--- src/rtl/tone_wave_gen.sv ---
`default_nettype none
// =============================================================================
// Module   : tone_wave_gen
// Brief    : 50%-duty square-wave tone generator with a request/valid signed
//            audio sample port for the codec interface.
// Revision : 1.0 - initial release
// =============================================================================
module tone_wave_gen #(
    parameter int                          SAMPLE_W  = 24,
    parameter logic signed [SAMPLE_W-1:0]  AMPLITUDE = 24'sh200000,
    parameter int unsigned                 MIN_DIV   = 2
) (
    input  logic                       CLOCK_50,
    input  logic                       reset,
    input  logic [31:0]                Clk_div_num,
    input  logic                       enable,
    output logic                       tone_out,
    output logic                       toggle_pulse,
    input  logic                       sample_req,
    output logic                       sample_valid,
    output logic signed [SAMPLE_W-1:0] sample_data,
    output logic [31:0]                div_active
);

    localparam logic [31:0] c_min_div = 32'(MIN_DIV);

    logic [31:0]                r_cnt;
    logic                       r_phase;
    logic [31:0]                r_div_active;
    logic                       r_toggle;
    logic                       r_sample_valid;
    logic signed [SAMPLE_W-1:0] r_sample_data;

    logic [31:0]                w_eff_div;
    logic                       w_terminal;
    logic signed [SAMPLE_W-1:0] w_sample;

    assign w_eff_div  = (Clk_div_num < c_min_div) ? c_min_div : Clk_div_num;
    // div_active never drops below MIN_DIV, so the subtraction cannot wrap
    assign w_terminal = (r_cnt == (r_div_active - 32'd1));
    assign w_sample   = !enable ? '0 : (r_phase ? AMPLITUDE : -AMPLITUDE);

    always_ff @(posedge CLOCK_50) begin
        if (reset) begin
            r_cnt        <= '0;
            r_phase      <= 1'b0;
            r_div_active <= c_min_div;
            r_toggle     <= 1'b0;
        end else if (!enable) begin
            r_cnt        <= '0;
            r_phase      <= 1'b0;
            r_div_active <= w_eff_div;
            r_toggle     <= 1'b0;
        end else if (w_terminal) begin
            // New divider is only adopted here, so a half-period is never cut short
            r_cnt        <= '0;
            r_phase      <= ~r_phase;
            r_div_active <= w_eff_div;
            r_toggle     <= 1'b1;
        end else begin
            r_cnt        <= r_cnt + 32'd1;
            r_toggle     <= 1'b0;
        end
    end

    always_ff @(posedge CLOCK_50) begin
        if (reset) begin
            r_sample_valid <= 1'b0;
            r_sample_data  <= '0;
        end else if (sample_req) begin
            r_sample_valid <= 1'b1;
            r_sample_data  <= w_sample;
        end else begin
            r_sample_valid <= 1'b0;
        end
    end

    assign tone_out     = r_phase;
    assign toggle_pulse = r_toggle;
    assign div_active   = r_div_active;
    assign sample_valid = r_sample_valid;
    assign sample_data  = r_sample_data;

endmodule
`default_nettype wire
--- config.mk ---
export PLATFORM = sky130hd
export DESIGN_NAME = tone_wave_gen
export DESIGN_NICKNAME = d
export VERILOG_FILES = /design/src/rtl/tone_wave_gen.sv
export SDC_FILE = /design/constraint.sdc
export NUM_CORES = 1
export LEC_CHECK = 0
export ABC_AREA = 1
export CORE_MARGIN = 2
export CORE_UTILIZATION = 40
export DETAILED_ROUTE_END_ITERATION = 10
export GPL_TIMING_DRIVEN = 0
export PLACE_DENSITY = 0.67
export SLEW_MARGIN = 20
export SYNTH_ARGS = -nofsm -noshare
export SYNTH_HDL_FRONTEND = slang
export SYNTH_SLANG_ARGS = --single-unit
--- constraint.sdc ---
create_clock -name CLOCK_50 -period 2.44 [get_ports CLOCK_50]
set_clock_uncertainty 0.15 [all_clocks]
set_input_delay 0.366 -clock CLOCK_50 [delete_from_list [all_inputs] [get_ports CLOCK_50]]
set_output_delay 0.366 -clock CLOCK_50 [all_outputs]
set_load 0.02 [all_outputs]
Word level (Yosys, flattened, before mapping) --
Cells that the tools add are included.
Cells by class: eq/ne operators 2, $add $sub $neg 2, mux-type cells 7, reductions and logical operators 2, order comparisons 1, bitwise operators 2
Operators with widths (number):
- two-way mux 32 bit | 3
- two-way mux 24 bit | 2
- adder 32 x 1 -> 32 bit (second input constant) | 1
- == test 32 bit | 1
- < comparator 32 x 2 -> 1 bit (second input constant) | 1
- subtractor 32 x 1 -> 32 bit (second input constant) | 1
- OR reduction 3 bit | 1
- two-way mux 1 bit | 2
- inequality test 2 x 1 -> 1 bit (second input constant) | 1
- NOT 1 bit | 2
- OR reduction 2 bit | 1
Storage, ports and cells: input bits 36, output and inout port bits 59, register bits after elaboration 91, word-level logic and storage cells 22

Depth between registers and ports, before layout --
depth in word-level cells 4, depth in mapped cells 20, depth with buffers taken out 18

Worst setup path before layout --
OpenSTA, ideal clock, no wires.
path kind register -> register, start register r_div_active[0] (netlist: div_active[0]), end register r_div_active[25] (netlist: div_active[25]), data required time 2.175 ns, arrival time 2.123 ns, period minus slack after synthesis 2.388 ns, stages on the path, launching flop included 20, setup time 0.115 ns, path buffers 3, path slack 0.052 ns, cell sequence dfxtp_1 -> inv_2 -> ha_1 -> nand2_2 -> nor2_2 -> buf_6 -> nand2_2 -> nand2_1 -> nand2_1 -> nand2_1 -> nor2_1 -> nand2_1 -> nor2_1 -> nand2_1 -> nor2_1 -> nand2_1 -> buf_6 -> buf_2 -> a21oi_1 -> nor2_1
On the way: word-level cells in the longest chain between the ends 3
RTL lines:
- start, declared | line 29 | logic [31:0] r_div_active;
- start signal, assigned | line 47 | r_div_active <= c_min_div;
- start signal, assigned | line 52 | r_div_active <= w_eff_div;
- start signal, assigned | line 58 | r_div_active <= w_eff_div;
- subtractor 32 x 1 -> 32 bit | line 40 | assign w_terminal = (r_cnt == (r_div_active - 32'd1));
- == test 32 bit | line 40
- inequality test 2 x 1 -> 1 bit (no source line)
Every way passes these cells. A chain may end at the register's enable or synchronous reset.

Worst setup path after layout --
start register r_div_active[1] (netlist: div_active[1]), end register r_div_active[22] (netlist: div_active[22])
Same word-level chain as after synthesis.

==> results.json <==
{
  "placed_cell_area_sq_um": 5650,
  "clkTransAtPathRegs_ps": 60,
  "powerDensity_nw_per_um2": 480,
  "endpoint_kind": "register",
  "rsz0062_at_grt": "yes",
  "mappedNetlistArea_sq_um": 4680,
  "grt_overflow": 0,
  "slew_violations": 0,
  "die-area_sq_um": 12600,
  "hold_slack_ps": 318,
  "violations": "setup timing",
  "finalSetupViolCount": 64,
  "root_buffer": "clkbuf_16",
  "antenna_cells": 0,
  "io_buffers": 72,
  "num_rows": 39,
  "synth.avg_cell_area_sq_um": 6.16,
  "num-nets-final": 927,
  "final.setup.worst_slack_ps": -153,
  "setup_tns_ps": -5280,
  "ys.flop_type": "dfxtp_1",
  "wire_per_inst_um": 13.6,
  "die_h_um": 112,
  "crit_path_max_fanout": 10,
  "max_slew.worst_pin.slew_ps": 802,
  "holdBufCountCts": 0,
  "ir_drop_mv": 0.307,
  "worst_skew_pair.late_latency_ps": 340,
  "dieWidth_um": 112,
  "grt.busiest_layer": "met2",
  "grt_antenna_before_repair": 0,
  "max_freq_mhz": 386,
  "grtUsageTotal_pct": 22.1,
  "final_common_cell": "nand2_1",
  "h-tree-depth": 3,
  "cts_tree": "yes",
  "yosysSeqAreaShare_pct": 29.5,
  "ios": 95,
  "drc": 0,
  "met2_usage_pct": 35.3,
  "synthCells": 759,
  "hold_viol_final": 0,
  "async_flop_share_pct": 0,
  "start_kind": "register",
  "drive_above_1_share_pct": 26.1,
  "worstSetupPathType": "reg -> reg",
  "area_growth_pct": 48.3,
  "required_ps": 2520,
  "wl_mm": 14.1,
  "grt_max_degree": 12,
  "ys_ff_latch": 69,
  "dp_cells": 994,
  "ant_nets": 0,
  "synth_edf_count": 0,
  "postLayoutCellArea_sq_um": 6940,
  "drtIter0Drc": 298,
  "ctsLongestPathBuffers": 2,
  "yosysWarnings": 0,
  "cap_violations": 0,
  "p_leak_nw": 2.95,
  "cp.arrival_ps": 2680,
  "ys_types": 35,
  "dp_slack_ps": -576,
  "numCtsBuffers": 9,
  "outcome": "complete, but fails checks",
  "hpwl_mm": 10.1,
  "grt_use_met3_pct": 4.00,
  "vias_per_cell": 4.84,
  "max_slew_margin_pct": 46.5,
  "hold_path.class": "reg -> reg",
  "min_period_ps": 2590,
  "grt_pass1_wl_mm": 22.3,
  "gp_congestion": 0.907,
  "min_period_over_period_pct": 106,
  "use_met1_pct": 29.5,
  "clock-sinks": 69,
  "layout_common_cells": "177 x nand2_1, 87 x inv_1, 79 x nor2_1",
  "firstDrtPassIters": 5,
  "vias": 5020,
  "core-area_sq_um": 11400,
  "grt_pass1_vias": 4549,
  "start_util_pct": 41.0,
  "final_cells": 1037
}
## timing repair
item,4_1_cts,5_1_grt
buffers inserted,9,15
resized for setup,87,126
gates cloned,6,1
pin swaps,14,21
setup endpoints to repair,66,66
## registers in the layout (all words and copies together) (netlist names)
| register | flops |
|---|---|
| sample_data | 2 |
| toggle_pulse | 1 |
| sample_valid | 1 |
| r_cnt | 32 |
| div_active | 32 |
| tone_out | 1 |
## worst paths after layout
path / slack (ps) / depth (start not counted) / end / from
worst max-delay path: -150 / 19 / div_active[22]$_SDFFE_PP0P_ / div_active[1]$_SDFFE_PP1P_
worst min-delay path: 320 / 2 / sample_data[21]$_SDFFE_PP0P_ / sample_data[21]$_SDFFE_PP0P_
worst max register to register: -150 / 19 / div_active[22]$_SDFFE_PP0P_ / div_active[1]$_SDFFE_PP1P_
worst min register to register: 320 / 2 / sample_data[21]$_SDFFE_PP0P_ / sample_data[21]$_SDFFE_PP0P_
## cells by family (layout without fill, tap and decap cells)
| logic type | count (synthesis) | in the layout | synth area share [%] |
|---|---|---|---|
| buf+inv | 140 | 254 | 13.8 |
| compound gates | 59 | 59 | 6.61 |
| other cells | 1 | 21 | 0.0802 |
| flops | 69 | 69 | 29.5 |
| fa+ha+maj | 2 | 2 | 0.535 |
| simple gates | 444 | 445 | 41.2 |
| xor+xnor | 44 | 44 | 8.24 |
## Yosys cell counts (2+ instances only)
cell type / count / share of area [%]
buf_6: 3 / 0.72
o21ai_0: 6 / 0.64
ha_1: 2 / 0.53
buf_2: 6 / 0.64
inv_2: 3 / 0.24
nand4_1: 16 / 2.1
xor2_1: 29 / 5.4
nor2_1: 127 / 10
nand2_2: 3 / 0.40
buf_4: 24 / 3.9
or2_2: 2 / 0.27
nand2_1: 192 / 15
nor4_1: 7 / 0.94
clkinv_1: 2 / 0.16
inv_1: 90 / 7.2
nor2_4: 2 / 0.48
nand3b_1: 9 / 1.4
o21ai_1: 5 / 0.53
a21oi_1: 43 / 4.6
clkbuf_1: 10 / 0.80
xnor2_1: 15 / 2.8
nand3_1: 63 / 6.7
buf_1: 2 / 0.16
nor3_1: 11 / 1.2
dfxtp_1: 69 / 30
o21bai_1: 3 / 0.48
nor2_2: 7 / 0.94
## power by group
group	internal [mW]	switching, mW
logic	0.338	0.432
clock network	0.816	0.500
registers	1.17	0.0769
total	2.32	1.01
## worst max-delay path, cell delays in order (launching register included)
cell and delay, ps:
dfxtp_4 390, inv_2 50, ha_4 260, inv_2 30
nand2_2 40, nand2_2 60, nor2_4 100, nand2_2 70
nor2_4 90, nand2_1 50, nor2_1 110, nand2_1 80
nor2_2 120, nand3_1 100, nor2_2 150, nand2_4 100
buf_12 170, buf_8 150, a21oi_2 140, nor2_1 60
## per-stage QoR
step | total power, mW | util (%)
after detailed placement | 1.87 | 49.5
after global routing | 3.47 | 60.8
after global placement | 1.87 | 49.5
after floorplan | 1.64 | -
after CTS | 3.26 | 56.1
final | 3.33 | 60.8
## layout make-up
class,instances,area [sq um]
Inverter,95,359
Multi-Input combinational cell,571,3330
Tap cell,143,179
Clock inverter,4,47.5
Clock buffer,12,246
Buffer,44,334
Timing Repair Buffer,99,1030
Fill cell,1074,4480
Sequential cell,69,1410
## layer usage
metal / share of wire (%) / wire [um]
met1: 46 / 6500
met2: 46 / 6460
met3: 5.0 / 706
met4: 3.3 / 465
met5: 0 / 0
Power figures use the tool's default switching activity.
